## config.mk

```make
export PLATFORM = sky130hd
export DESIGN_NAME = div7_arbiter
export DESIGN_NICKNAME = d
export VERILOG_FILES = /design/src/rtl/div7_arbiter.sv
export SDC_FILE = /design/constraint.sdc
export NUM_CORES = 1
export LEC_CHECK = 0
export ABC_AREA = 1
export BUFFER_PORTS_ARGS = -buffer_cell sky130_fd_sc_hd__buf_2
export CAP_MARGIN = 20
export CORE_MARGIN = 2
export CORE_UTILIZATION = 35
export CTS_BUF_LIST = sky130_fd_sc_hd__clkbuf_4
export DETAILED_ROUTE_END_ITERATION = 16
export PLACE_DENSITY = 0.61
export SYNTH_ARGS = -nofsm -noshare
export SYNTH_HDL_FRONTEND = slang
export SYNTH_SLANG_ARGS = --single-unit
```

## constraint.sdc

```tcl
create_clock -name clk -period 4.9 [get_ports clk]
set_input_delay 0.245 -clock clk [delete_from_list [all_inputs] [get_ports clk]]
set_output_delay 0.245 -clock clk [all_outputs]
set_load 0.01 [all_outputs]
```

## src/rtl/div7_arbiter.sv

```systemverilog
// div7_arbiter: round-robin arbiter and sequencer sharing one div_7 divide-by-7
// unit among N_REQ requesters. It grants one pending requester, captures that
// requester's operand, issues a single start pulse, waits for the divider's valid
// pulse and returns the result tagged with the requester ID. After each result it
// spends one DRAIN cycle so the divider can finish its DONE state. The block also
// owns the divider's synchronous reset and runs a watchdog that flags a hung divider.
//
// Ports:
//   clk, rst_n   clock, asynchronous active-low reset
//   req          per-requester level request, held until the matching ack
//   req_data     packed 16-bit operands; requester i uses [16*i+15:16*i]
//   ack          one-cycle pulse: operand of requester i captured
//   rsp_valid    one-cycle result pulse
//   rsp_id       requester that owns rsp_q/rsp_rem (held until the next result)
//   rsp_q        quotient (held)
//   rsp_rem      remainder (held)
//   err          one-cycle pulse when the watchdog expires
//   div_rst      active-high synchronous reset to div_7
//   div_start    start pulse to div_7
//   div_data     operand to div_7, stable while div_start is high
//   div_valid    div_7 result valid pulse
//   div_busy     div_7 busy
//   div_q        div_7 quotient, sampled when div_valid is high
//   div_rem      div_7 remainder, sampled when div_valid is high
module div7_arbiter #(
    parameter int unsigned  N_REQ   = 4,
    parameter int unsigned  ID_W    = 2,
    parameter int unsigned  TIMEOUT = 32,
    localparam int unsigned DATA_W  = 16,
    localparam int unsigned Q_W     = 14,
    localparam int unsigned REM_W   = 4
) (
    input  logic                      clk,
    input  logic                      rst_n,
    input  logic [N_REQ-1:0]          req,
    input  logic [DATA_W*N_REQ-1:0]   req_data,
    output logic [N_REQ-1:0]          ack,
    output logic                      rsp_valid,
    output logic [ID_W-1:0]           rsp_id,
    output logic [Q_W-1:0]            rsp_q,
    output logic [REM_W-1:0]          rsp_rem,
    output logic                      err,
    output logic                      div_rst,
    output logic                      div_start,
    output logic [DATA_W-1:0]         div_data,
    input  logic                      div_valid,
    input  logic                      div_busy,
    input  logic [Q_W-1:0]            div_q,
    input  logic [REM_W-1:0]          div_rem
);

    // Watchdog counts 0..TIMEOUT-1 WAIT cycles.
    localparam int unsigned TMR_W  = $clog2(TIMEOUT);
    // Post-reset hold of div_rst, in cycles.
    localparam int unsigned RCNT_W = 2;
    localparam int unsigned RST_HOLD = 2;

    typedef enum logic [1:0] {
        IDLE  = 2'd0,
        START = 2'd1,
        WAIT  = 2'd2,
        DRAIN = 2'd3
    } state_e;

    state_e              state_q, state_d;
    logic [ID_W-1:0]     rr_q, rr_d;
    logic [ID_W-1:0]     id_q, id_d;
    logic [TMR_W-1:0]    timer_q, timer_d;
    logic [RCNT_W-1:0]   rst_cnt_q, rst_cnt_d;

    logic [N_REQ-1:0]    ack_q, ack_d;
    logic                rsp_valid_q, rsp_valid_d;
    logic [ID_W-1:0]     rsp_id_q, rsp_id_d;
    logic [Q_W-1:0]      rsp_q_q, rsp_q_d;
    logic [REM_W-1:0]    rsp_rem_q, rsp_rem_d;
    logic                err_q, err_d;
    logic                div_rst_q, div_rst_d;
    logic                div_start_q, div_start_d;
    logic [DATA_W-1:0]   div_data_q, div_data_d;

    logic                hi_found, lo_found, win_found;
    logic [ID_W-1:0]     hi_idx, lo_idx, win_idx;
    logic [DATA_W-1:0]   win_data;

    // Round-robin search: lowest set bit above the pointer, else lowest set bit overall.
    always_comb begin
        hi_found = 1'b0;
        lo_found = 1'b0;
        hi_idx   = '0;
        lo_idx   = '0;
        for (int i = int'(N_REQ) - 1; i >= 0; i--) begin
            if (req[i]) begin
                lo_found = 1'b1;
                lo_idx   = ID_W'(i);
                if (ID_W'(i) > rr_q) begin
                    hi_found = 1'b1;
                    hi_idx   = ID_W'(i);
                end
            end
        end
        win_found = lo_found;
        win_idx   = hi_found ? hi_idx : lo_idx;
    end

    // Operand slice of the winning requester.
    always_comb begin
        win_data = '0;
        for (int i = 0; i < int'(N_REQ); i++) begin
            if (win_idx == ID_W'(i)) begin
                win_data = req_data[i*DATA_W +: DATA_W];
            end
        end
    end

    // State and output registers.
    always_ff @(posedge clk or negedge rst_n) begin
        if (!rst_n) begin
            state_q     <= IDLE;
            rr_q        <= ID_W'(N_REQ - 1);
            id_q        <= '0;
            timer_q     <= '0;
            rst_cnt_q   <= RCNT_W'(RST_HOLD);
            ack_q       <= '0;
            rsp_valid_q <= 1'b0;
            rsp_id_q    <= '0;
            rsp_q_q     <= '0;
            rsp_rem_q   <= '0;
            err_q       <= 1'b0;
            div_rst_q   <= 1'b1;
            div_start_q <= 1'b0;
            div_data_q  <= '0;
        end else begin
            state_q     <= state_d;
            rr_q        <= rr_d;
            id_q        <= id_d;
            timer_q     <= timer_d;
            rst_cnt_q   <= rst_cnt_d;
            ack_q       <= ack_d;
            rsp_valid_q <= rsp_valid_d;
            rsp_id_q    <= rsp_id_d;
            rsp_q_q     <= rsp_q_d;
            rsp_rem_q   <= rsp_rem_d;
            err_q       <= err_d;
            div_rst_q   <= div_rst_d;
            div_start_q <= div_start_d;
            div_data_q  <= div_data_d;
        end
    end

    // Next-state and output logic.
    always_comb begin
        state_d     = state_q;
        rr_d        = rr_q;
        id_d        = id_q;
        timer_d     = timer_q;
        rst_cnt_d   = rst_cnt_q;
        ack_d       = '0;
        rsp_valid_d = 1'b0;
        rsp_id_d    = rsp_id_q;
        rsp_q_d     = rsp_q_q;
        rsp_rem_d   = rsp_rem_q;
        err_d       = 1'b0;
        div_start_d = 1'b0;
        div_data_d  = div_data_q;

        // div_rst stays high for RST_HOLD cycles after reset release.
        div_rst_d = (rst_cnt_q != '0);
        if (rst_cnt_q != '0) begin
            rst_cnt_d = rst_cnt_q - RCNT_W'(1);
        end

        unique case (state_q)
            IDLE: begin
                if (win_found && !div_busy && !div_rst_q) begin
                    ack_d       = N_REQ'(1) << win_idx;
                    rr_d        = win_idx;
                    id_d        = win_idx;
                    div_data_d  = win_data;
                    // div_start is registered, so it is high exactly during START.
                    div_start_d = 1'b1;
                    state_d     = START;
                end
            end
            START: begin
                timer_d = '0;
                state_d = WAIT;
            end
            WAIT: begin
                // A result arriving on the timeout cycle still wins.
                if (div_valid) begin
                    rsp_valid_d = 1'b1;
                    rsp_id_d    = id_q;
                    rsp_q_d     = div_q;
                    rsp_rem_d   = div_rem;
                    state_d     = DRAIN;
                end else if (timer_q == TMR_W'(TIMEOUT - 1)) begin
                    err_d     = 1'b1;
                    div_rst_d = 1'b1;
                    state_d   = DRAIN;
                end else begin
                    timer_d = timer_q + TMR_W'(1);
                end
            end
            DRAIN: begin
                state_d = IDLE;
            end
            default: begin
                state_d = IDLE;
            end
        endcase
    end

    assign ack       = ack_q;
    assign rsp_valid = rsp_valid_q;
    assign rsp_id    = rsp_id_q;
    assign rsp_q     = rsp_q_q;
    assign rsp_rem   = rsp_rem_q;
    assign err       = err_q;
    assign div_rst   = div_rst_q;
    assign div_start = div_start_q;
    assign div_data  = div_data_q;

endmodule

```

**Yosys cells after proc, flatten, opt, wreduce, memory -nomap -nowiden**

Cells that the tools add are included.

- Bits in registers: 57
- Input port bits: 90
- Output and inout port bits: 44
- Logic and storage cells: 92

- $add $sub $neg: 2
- $lt $le $gt $ge: 4
- Equality and inequality tests: 11
- Shifts and indexed selects: 1
- Muxes and demuxes: 48
- Reductions and logical operators: 12

Operator list:

| kind | number |
|---|---|
| $mux W16 | 4 |
| $mux W2 | 16 |
| $mux W1 | 22 |
| $mux W5 | 2 |
| $pmux W5 S2 | 1 |
| $eq A2 B2 Y1 const B | 4 |
| $mux W4 | 2 |
| $pmux W2 S4 | 1 |
| $ne A2 B2 Y1 const B | 3 |
| $reduce_and A2 Y1 | 3 |
| $add A5 B1 Y5 const B | 1 |
| $eq A5 B5 Y1 const B | 1 |
| $eq A2 B1 Y1 const B | 2 |
| $gt A1 B2 Y1 const A | 2 |
| $gt A2 B2 Y1 const A | 2 |
| $logic_not A2 Y1 | 2 |
| $reduce_bool A2 Y1 | 2 |
| $shl A1 B2 Y4 const A | 1 |
| $ne A3 B3 Y1 const B | 1 |
| $reduce_and A3 Y1 | 1 |
| $logic_and A1 B1 Y1 | 2 |
| $logic_not A1 Y1 | 2 |
| $sub A2 B1 Y2 const B | 1 |

**Longest topological paths before layout**

Gate-level depths: netlist of run 1.

- Word-level depth: 15
- Mapped depth: 12
- Gate-level depth less buffers: 11

**Worst setup path after synthesis of run 1**

No wires, ideal clock.

- Path kind: register -> register
- Start: register rr_q[1]
- End: register div_data_q[1] (netlist: div_data[1])
- Setup time: 117 ps
- Arrival: 1413 ps
- Required time: 4783 ps
- Setup slack: 3370 ps
- Stages on the path, launching flop included: 10
- Buffers on the path: 0
- Period minus slack after synthesis: 1530 ps
- Path through: dfstp_2 > inv_2 > nand3_2 > nand3_1 > nand2_1 > inv_1 > nor2_2 > nand2_1 > nand3_1 > nand2_1

- Longest elaborated chain between the ends: 15
- Elaborated cells between the ends (all ways): 29
- Those cells by class: order compare: 4; eq/ne: 3; mux: 21; reduce/logical: 1

RTL lines:

| what | line | source |
|---|---|---|
| start: declaration | 66 | `logic [ID_W-1:0] rr_q, rr_d;` |
| start signal: assignment | 119 | `rr_q <= ID_W'(N_REQ - 1);` |
| start signal: assignment | 134 | `rr_q <= rr_d;` |
| $gt A2 B2 Y1 | 95 | `if (ID_W'(i) > rr_q) begin` |
| $mux W2 / $mux W1 (equally long branches) | 95 |  |
| $mux W2 / $mux W1 (equally long branches) | 92 | `if (req[i]) begin` |
| $mux W2 / $mux W1 (equally long branches) | 95 |  |
| $mux W2 / $mux W1 (equally long branches) | 92 |  |
| $mux W2 / $mux W1 (equally long branches) | 95 |  |
| $mux W2 / $mux W1 (equally long branches) | 92 |  |
| $mux W2 / $mux W1 (equally long branches) | 95 |  |
| $mux W2 / $mux W1 (equally long branches) | 92 |  |
| $mux W2 * | 102 | `win_idx = hi_found ? hi_idx : lo_idx;` |
| $logic_not A2 Y1 | 109 | `if (win_idx == ID_W'(i)) begin` |
| $mux W16 (3 in series) | 109 |  |
| $mux W16 * | 109 |  |
| end signal: assignment | 146 | `div_data_q <= div_data_d;` |
| end: declaration | 79 | `logic [DATA_W-1:0] div_data_q, div_data_d;` |

Every way passes the cells marked *; elsewhere a longest branch is shown, timed or not.
A chain may end at the register's enable or synchronous reset.

**Final worst setup path of run 1**

- Start: register rr_q[1]
- End: register div_data_q[3] (netlist: div_data[3])

The elaborated chain is that of the path after synthesis.

==> reports/qor.csv, run 1 <==
metric,value,unit
syn_nets,487,
ys_seq_area_share,48.2,%
synth-edff-count,0,
vias,2899,
yosys.area.top_type,dfrtp_1,
yosysMostFrequentCell,nand2_1,
synth.distinct_cells,27,
pre_cts_ws,2310,ps
critical_path_class,reg2reg,
busiest_layer,met2,
cts-buffers-inserted,9,
first_pass_iters,4,
gp_congestion,0.994,
detail_route.wl_per_cell,12.4,um
use_met3,4.15,%
rsz0062_at_grt,false,
grt_usage,17.7,%
fmax,386,MHz
period_needed,2590,ps
fp-row-count,33,
dp.final_hpwl,5860,um
insertion_delay,390,ps
grt_util_met1,23.5,%
antenna_left,0,
relSlewSlack,51.2,%
final-seq-area,0.00143,mm2
drt_iter0_drc,92,
cts_tree,built,
p_per_area,529,mW/mm2
die_y,96.1,um
grt_max_degree,58,
post-route-drc-count,0,
cp-end-kind,flip-flop,
drive_gt1_share,32.6,%
min_period_over_period,52.8,%
diodes,0,
hold_path_class,in2reg,
gr-usage-met2,27.6,%
nFillCells,836,
grt-ovfl-total,0,
dieArea,0.00923,mm2
dp.cells,615,
crit_required,5170,ps
synth_fa_ha_area_share,2.53,%
wl,7860,um
core-area,0.00822,mm2
vias_per_cell,4.59,
start_kind,flip-flop,
postCtsSetupRepairBufs,0,
ctsRootBufferMaster,clkbuf_4,
clock_sinks,57,
ioPinCount,134,
skew,18.6,ps
syn_area_per_cell,7.59,um2
setup_slack,2310,ps
max_cap_violations,0,
htreeDepth,3,
synthSimpleGateAreaFrac,37.8,%
grt_pass1_wl,12600,um
synth_top_family_by_area,simple AND/OR/NAND/NOR gates,
drv_slew,0,
finalHoldViolCount,0,
initial_utilization,36.1,%
leakage,2.20,nW
die_w,96.1,um
vdd_drop_max,0.173,mV
synth_compound_area_share,3.12,%
arrival,2860,ps
synth-xor-area-share,0.590,%
synth_top_area_share,44.7,%
yosysWarnings,0,
ys_ff_latch,57,
synthArstFlopShare,100,%
synthesis.area,0.00297,mm2
synthFlopType,dfrtp_1,
fin_cells,632,
post-route-cell-area,0.00384,mm2
setup_viol,0,
port-buffer-count,133,
synth_mux_area_share,0,%
synth_common_cells,"nand2_1, dfrtp_1, nand3_1",
worst_pin_slew,731,ps
antenna_found_initial,0,
grt_pass1_vias,2762,
syn_inst,391,
cts_buffer_depth,2,
multiInputGateArea,0.00131,mm2
tns,0,ps
path_clk_slew,100,ps
syn_to_final_growth,29.4,%
layout.nets,618,
synth_area_leaders,"dfrtp_1, nand2_1, nand3_1, nor2_1, inv_1",
worstPathMaxFanout,15,
placed_area,0.00369,mm2
outcome,"finished, final reports clean",
-- placed cells by master, fill, tap and decap left out, types with 4 or more instances in the layout --
cell type    n
or2_2        5
inv_1       34
clkinv_2     4
o21ai_0     12
inv_2        5
clkbuf_4    10
ha_1         6
nor2_1      46
nor3_1       4
nand3_1     47
dfstp_2      4
buf_2      133
nand2_1    130
nand4_1     13
dfrtp_1     53
-- stage by stage --
step / power [mW] / hold slack, ps / util [%]
6_report: 2.03 / 50.1 / 46.7
5_1_grt: 2.23 / 18.1 / 46.7
4_1_cts: 2.05 / 17.9 / 46.7
3_5_place_dp: 1.71 / 442 / 45.0
3_3_place_gp: 1.69 / 435 / 45.0
2_1_floorplan: 1.40 / -50.6 / -
-- critical path, cell delays in order, from the launching register on --
cell     delay [ps]
dfstp_2         560
inv_2            50
nand3_2         120
nand3_1         410
nand2_1         570
inv_1           270
nor2_2          280
nand2_1          80
nand3_1          90
nand2_1          50
-- power by group --
part | switching [mW] | internal [mW]
Sequential | 0.0910 | 0.660
Combinational | 0.597 | 0.345
Clock | 0.177 | 0.159
Total | 0.865 | 1.16
-- layout make-up --
| cell class | count | area share, % |
|---|---|---|
| repair buffers | 135 | 17.8 |
| multi-input cells | 279 | 34.1 |
| inverters | 40 | 3.91 |
| flip-flops and latches | 57 | 37.3 |
| clock inverters | 6 | 1.53 |
| well taps | 105 | 3.42 |
| clock buffers | 10 | 1.96 |
-- per-layer routing --
| metal | up-vias | share of wire, % | routed length, um |
|---|---|---|---|
| met5 | - | 0 | 0 |
| met3 | 10 | 7.6 | 595 |
| met4 | 0 | 1.2 | 92 |
| met1 | 1285 | 45 | 3540 |
| li1 | 1493 | - | - |
| met2 | 111 | 46 | 3630 |
-- registers in the layout (all words and copies together) (netlist names) --
signal,flops
div_data,16
rsp_q,14
timer_q,5
ack,4
rsp_rem,4
id_q,2
rr_q,2
rsp_id,2
rst_cnt_q,2
state_q,2
div_rst,1
div_start,1
err,1
rsp_valid,1
-- timing repair --
action	in CTS	in global routing
gates resized for setup	0	0
hold endpoints to repair	12	0
hold buffers	1	0
-- logic make-up (layout without fill, tap and decap cells) --
group	after synthesis	count (layout)
AND/OR/NAND/NOR	254	254
flip-flops	57	57
buffers and inverters	55	191
AO/OA/AOI/OAI	17	17
adder cells (fa/ha/maj)	6	6
XOR/XNOR	2	2
-- path summary, 6_finish.rpt --
| check | from | end | slack, ps | cells after the start |
|---|---|---|---|---|
| worst max register to register | rr_q[1] | div_data[3] | 2310 | 9 |
| max in group asynchronous | rst_n | div_data[7] | 3880 | 3 |
| worst min-delay path | div_q[6] | rsp_q[6] | 50 | 3 |
| min in group asynchronous | rst_n | div_data[11] | 510 | 3 |
| worst min register to register | rsp_q[1] | rsp_q[1] | 480 | 2 |
| worst max-delay path | rr_q[1] | div_data[3] | 2310 | 9 |
Note: power is estimated with default switching activity, not from simulation.
==> run 2, diff against run 1 <==
==> constraint.sdc (replaced) <==
create_clock -name clk -period 2.7 [get_ports clk]
set_input_delay 0.135 -clock clk [delete_from_list [all_inputs] [get_ports clk]]
set_output_delay 0.135 -clock clk [all_outputs]
set_load 0.01 [all_outputs]
==> run 2 against run 1 <==
Sequential share of layout area fell by 2.1 points. Sequential power rose by 82%. First-iteration DRC count did not move. Clock power rose by 110%. Count of clock-buffer cells in the layout fell by 1. Global-route usage rose by 0.10 points. Cell count rose by 3.3%. Routed wire length rose by 1.4%. Clock skew fell by 1.1 ps. Critical endpoint is now div_data[8]. Largest cell class unchanged. Largest power group unchanged. Highest routed layer unchanged.
==> reports/qor.csv, run 2 (synthesis gave the netlist of run 1 again) <==
metric,value,unit,change
pre_cts_ws,694,ps,-1620 ps
dr_wl_met3,635,um,+6.7%
r2r_cells,8,,-1
relSlewSlack,52.2,%,+1.1 points
cp.depth,8,,-1
vias,2969,,+2.4%
setup.worst_path.start,state_q[1],,
cts-buffers-inserted,9,,unchanged
top_layer_used,met4,,
cts_tree,built,,
core-area,0.00822,mm2,unchanged
final_common_cell,buf_2,,
syn_to_final_growth,37.2,%,
cts_hold_buf,19,,+18
diodes,0,,unchanged
ctsRootBufferMaster,clkbuf_4,,
critical_path.endpoint,div_data[8],,
fp-row-count,33,,unchanged
worst_pin_slew,716,ps,-14.6 ps
path_clk_slew,110,ps,about the same
outcome,"finished, final reports clean",,
arrival,2390,ps,-470 ps
detail_route.wl_per_cell,12.2,um,-1.8%
worst-path-buf-inv,3,,+1
dp.final_hpwl,5850,um,-0.18%
crit_chain,"inv_1, ha_1, inv_1, nor3_4, inv_2, nor2_1, nand3_1, nand2_1",,
mostFrequentLayoutCells,"buf_2, nand2_1, dfrtp_1",,
cp-end-kind,flip-flop,,
clock_sinks,57,,unchanged
gp_congestion,0.864,,-13%
grt_pass1_wl,12600,um,about the same
initial_utilization,36.1,%,unchanged
vias_per_cell,4.55,,-0.88%
largest_register_ff_count,16,,unchanged
tns,0,ps,unchanged
power.total,3.84,mW,+89%
rr_endpoint,div_data[8],,
r2r_slack,660,ps,-1650 ps
antenna_found_initial,0,,unchanged
nFillCells,828,,-0.96%
wl_met1,3570,um,+1.0%
drv_slew,0,,unchanged
grt_pass1_vias,2796,,+1.2%
cts.repair.resized,0,,unchanged
worstPathMaxFanout,24,,+9
start_kind,flip-flop,,
setup_slack,658,ps,-1650 ps
insertion_delay,400,ps,about the same
hold_path_class,in2reg,,
min_period_over_period,75.6,%,+23 points
post-route-drc-count,0,,unchanged
wl_met2,3590,um,-1.1%
layout.nets,639,,+3.4%
grt_max_degree,58,,unchanged
dieArea,0.00923,mm2,unchanged
skew,17.5,ps,-1.05 ps
rsz0062_at_grt,false,,
crit_required,3050,ps,-2120 ps
die_y,96.1,um,unchanged
rr_startpoint,state_q[1],,
fmax,490,MHz,+27%
first_pass_iters,4,,unchanged
max_cap_violations,0,,unchanged
port-buffer-count,133,,unchanged
postCtsSetupRepairBufs,0,,unchanged
vdd_drop_max,0.300,mV,+74%
critical_path_class,reg2reg,,
drt_iter0_drc,92,,unchanged
crit_top_cell,inv_1,,
cp_slowest_stage_delay,520,ps,-50 ps
leakage,2.29,nW,+4.3%
cp_slowest_cell,nor3_4,,
die_w,96.1,um,unchanged
grt_usage,17.8,%,+0.10 points
period_needed,2040,ps,-547 ps
p_per_area,943,mW/mm2,+78%
setup_viol,0,,unchanged
cts_buffer_depth,2,,unchanged
finalHoldViolCount,0,,unchanged
htreeDepth,3,,unchanged
ioPinCount,134,,unchanged
wl,7970,um,+1.4%
grt-ovfl-total,0,,unchanged
cp_top_family,simple AND/OR/NAND/NOR gates,,
antenna_left,0,,unchanged
drive_gt1_share,31.9,%,-0.70 points
==> run 2: cell type report <==
class	instances	area (um2)	share of cell area, %
Sequential cell	57	1430	35.2
Multi-Input combinational cell	279	1310	32.1
Timing Repair Buffer	156	886	21.8
Inverter	40	150	3.69
Tap cell	105	131	3.23
Clock inverter	7	95.1	2.34
Clock buffer	9	67.6	1.66
==> run 2: worst reg2reg max path, stage by stage (launching register included) <==
cell and delay (ps):
dfrtp_1 400, inv_1 100, ha_1 210, inv_1 90, nor3_4 520, inv_2 330, nor2_1 180, nand3_1 90
nand2_1 70
==> run 2: metal layers <==
layer | vias up | global-route usage (%)
met5 | - | 0
met2 | 123 | 29.3
li1 | 1545 | -
met4 | 0 | 7.74
met1 | 1284 | 22.1
met3 | 17 | 4.15
==> run 2: through the flow <==
step | std cells | area (um2) | hold slack, ps | utilization [%]
4_1_cts | 653 | 4070 | 5.23 | 49.5
6_report | 653 | 4070 | 23.0 | 49.5
2_1_floorplan | 391 | 2970 | -161 | -
3_5_place_dp | 618 | 3720 | 323 | 45.2
5_1_grt | 653 | 4070 | 31.0 | 49.5
3_3_place_gp | 618 | 3720 | 320 | 45.2
==> run 2: worst min path at each step <==
stage              endpoint  slack, ps  cells past startpoint         start
3_5_place_dp   div_data[11]        320                      2         rst_n
4_1_cts                 err          5                      4     div_valid
3_3_place_gp   div_data[11]        320                      2         rst_n
5_1_grt         div_data[9]         30                      5  req_data[41]
2_1_floorplan        ack[0]       -160                      0         rst_n
6_report                err         20                      4     div_valid
==> run 2: power breakdown <==
part           switching, mW  leakage, nW  internal, mW  total, mW
registers              0.168        0.710          1.20       1.37
logic                   1.10         1.50         0.663       1.77
clock network          0.330       0.0859         0.375      0.705
total                   1.60         2.29          2.24       3.84
==> run 3, diff against run 2 <==
--- a/config.mk
+++ b/config.mk
@@ -5,14 +5,14 @@
 export SDC_FILE = /design/constraint.sdc
 export NUM_CORES = 1
 export LEC_CHECK = 0
-export ABC_AREA = 1
+export ABC_AREA = 0
 export BUFFER_PORTS_ARGS = -buffer_cell sky130_fd_sc_hd__buf_2
 export CAP_MARGIN = 20
 export CORE_MARGIN = 2
 export CORE_UTILIZATION = 35
 export CTS_BUF_LIST = sky130_fd_sc_hd__clkbuf_4
 export DETAILED_ROUTE_END_ITERATION = 16
-export PLACE_DENSITY = 0.61
+export PLACE_DENSITY = 0.62
 export SYNTH_ARGS = -nofsm -noshare
 export SYNTH_HDL_FRONTEND = slang
 export SYNTH_SLANG_ARGS = --single-unit
==> constraint.sdc (replaced) <==
create_clock -name clk -period 2.1 [get_ports clk]
set_input_delay 0.105 -clock clk [delete_from_list [all_inputs] [get_ports clk]]
set_output_delay 0.105 -clock clk [all_outputs]
set_load 0.01 [all_outputs]
==> run 3 against run 2 <==
Clock power shrank 4.1%. Register-to-register slack lost 540 ps. Combinational power grew 23%. Routed wire length grew 3.7%. Count of clock-buffer cells in the layout grew 1. Total power grew 22%. Die area shrank 2.8%. Worst setup slack lost 540 ps. Utilization shrank 0.26 points. Global-route usage grew 0.78 points. Sequential share of layout area grew 0.73 points. Synthesized area shrank 3.0%. Highest routed layer unchanged.
==> reports/qor.csv, run 3 <==
metric,value,unit,change
outcome,"finished, final reports clean",,
dp.final_hpwl,6020,um,+2.9%
p_per_area,1170,mW/mm2,+24%
finalHoldViolCount,0,,unchanged
start_kind,flip-flop,,
post-route-util,49.3,%,-0.26 points
gp_congestion,0.805,,-6.8%
port-buffer-count,133,,unchanged
tns,0,ps,unchanged
insertion_delay,400,ps,about the same
yosysWarnings,0,,unchanged
power.total,4.67,mW,+22%
period_needed,1990,ps,-55.6 ps
dp.cells,499,,-19%
synth.distinct_cells,54,,+100%
die_y,94.7,um,-1.4%
ioPinCount,134,,unchanged
drv_slew,0,,unchanged
final-seq-area,0.00143,mm2,unchanged
syn_nets,364,,-25%
yosysMostFrequentCell,dfrtp_1,,
crit_required,2380,ps,-670 ps
synthArstFlopShare,100,%,unchanged
grt_usage,18.5,%,+0.78 points
cts_hold_buf,22,,+3
cp_top_family,simple AND/OR/NAND/NOR gates,,
fin_cells,537,,-18%
final_common_cell,buf_2,,
grt_max_degree,24,,-59%
antenna_left,0,,unchanged
worst-path-buf-inv,0,,-3
clock_sinks,57,,unchanged
synth-edff-count,0,,unchanged
antenna_found_initial,0,,unchanged
cts_buffer_depth,2,,unchanged
syn_inst,268,,-31%
fmax,503,MHz,+2.8%
grt_pass1_wl,12600,um,+0.27%
dieArea,0.00897,mm2,-2.8%
multiInputGateArea,0.00130,mm2,-0.86%
first_pass_iters,4,,unchanged
ctsRootBufferMaster,clkbuf_4,,
diodes,0,,unchanged
synthesis.area,0.00288,mm2,-3.0%
arrival,2270,ps,-120 ps
relSlewSlack,64.8,%,+13 points
min_period_over_period,94.6,%,+19 points
drt_iter0_drc,78,,-15%
largest_register_ff_count,16,,unchanged
detail_route.wl_per_cell,15.4,um,+26%
fp-row-count,33,,unchanged
grt_pass1_vias,2652,,-5.2%
ys_seq_area_share,49.7,%,+1.5 points
hold_path_class,in2reg,,
synth_top_area_share,46.1,%,+1.4 points
syn_to_final_growth,38.5,%,
layout.nets,523,,-18%
cp_slowest_cell,dfrtp_1,,
ys_ff_latch,57,,unchanged
rsz0062_at_grt,false,,
grt-ovfl-total,0,,unchanged
nFillCells,762,,-8.0%
htreeDepth,3,,unchanged
mostFrequentLayoutCells,"buf_2, dfrtp_1, nand2_1",,
path_clk_slew,100,ps,about the same
post-route-drc-count,0,,unchanged
cts_tree,built,,
critical_path_class,reg2reg,,
vias_per_cell,5.10,,+12%
cp_slowest_stage_delay,410,ps,-110 ps
worst_pin_slew,526,ps,-190 ps
postCtsSetupRepairBufs,0,,unchanged
drive_gt1_share,45.6,%,+14 points
crit_top_cell,ha_1,,
vias,2741,,-7.7%
synth_common_cells,"dfrtp_1, nand2_1, mux2_2",,
cp-end-kind,flip-flop,,
max_cap_violations,0,,unchanged
yosys.area.top_type,dfrtp_1,,
wl,8260,um,+3.7%
syn_area_per_cell,10.7,um2,+42%
synth_area_leaders,"dfrtp_1, mux2_2, dfstp_2, nand2_1, ha_1",,
die_w,94.7,um,-1.4%
setup_viol,0,,unchanged
crit_chain,"ha_1, and3_1, ha_1, nor2_1, and2_1, a21oi_1, mux2_2",,
leakage,1.98,nW,-14%
core-area,0.00809,mm2,-1.5%
skew,12.6,ps,-4.92 ps
initial_utilization,35.6,%,-0.53 points
synthFlopType,dfrtp_1,,
vdd_drop_max,0.490,mV,+63%
cts.repair.resized,0,,unchanged
worstPathMaxFanout,4,,-83%
cts-buffers-inserted,9,,unchanged
[run 3: cell count changes after synthesis, moves of 6 or more]
cell	previous run	this run
nand2_1	130	24
o22a_1	0	7
nand4_1	13	2
mux2_2	0	23
inv_1	34	14
a221oi_1	0	6
o221ai_1	0	7
nand3_1	47	1
nor2_1	46	15
[run 3: where the power goes]
group          switching [mW]  total (mW)  internal, mW
clock network           0.428       0.676         0.248
registers               0.272        1.83          1.55
logic                    1.11        2.17          1.06
[run 3: area by class of cell]
cell class / instances / area share [%]
sequential: 57 / 35.9
timing repair buffer: 165 / 24.1
multi-input combinational: 179 / 32.5
clock buffer: 10 / 1.88
inverter: 15 / 1.41
tap: 105 / 3.30
clock inverter: 6 / 0.879
[run 3: routing by layer]
layer	vias to the layer above	part of all wire [%]	global-route usage, %
met5	-	0	0
met4	0	1.5	7.13
li1	1298	-	-
met1	1299	42	23.6
met2	135	47	30.9
met3	9	8.8	3.91
[run 3: path summary, 6_finish.rpt]
path	from	end	slack [ps]	depth (start not counted)
max reg2reg	timer_q[0]	state_q[1]	110	7
min reg2reg	rst_cnt_q[0]	rst_cnt_q[0]	480	1
max	timer_q[0]	state_q[1]	110	7
max in group asynchronous	rst_n	rst_cnt_q[1]	1200	3
min	req_data[25]	div_data[9]	20	3
min in group asynchronous	rst_n	div_data[5]	190	2
[run 3: metrics by stage]
stage	cell area, um2	setup slack (ps)	hold slack [ps]
after CTS	3990	123	0.457
after detailed placement	3660	153	73.8
after global routing	3990	34.7	3.64
after global placement	3660	246	75.7
after floorplan	2880	323	-191
final	3990	114	21.0
[run 3: cells by family after synthesis]
logic type	count (synthesis)	synth area share, %
compound gates	85	21.9
simple gates	62	10.4
flops	57	49.7
buf+inv	32	5.26
mux	25	9.82
fa+ha+maj	6	2.61
xor+xnor	1	0.304
[run 3: worst register-to-register path, stage by stage (launching register included)]
cell and delay [ps]:
dfrtp_1 410, ha_1 230, and3_1 180, ha_1 210
nor2_1 240, and2_1 240, a21oi_1 80, mux2_2 280
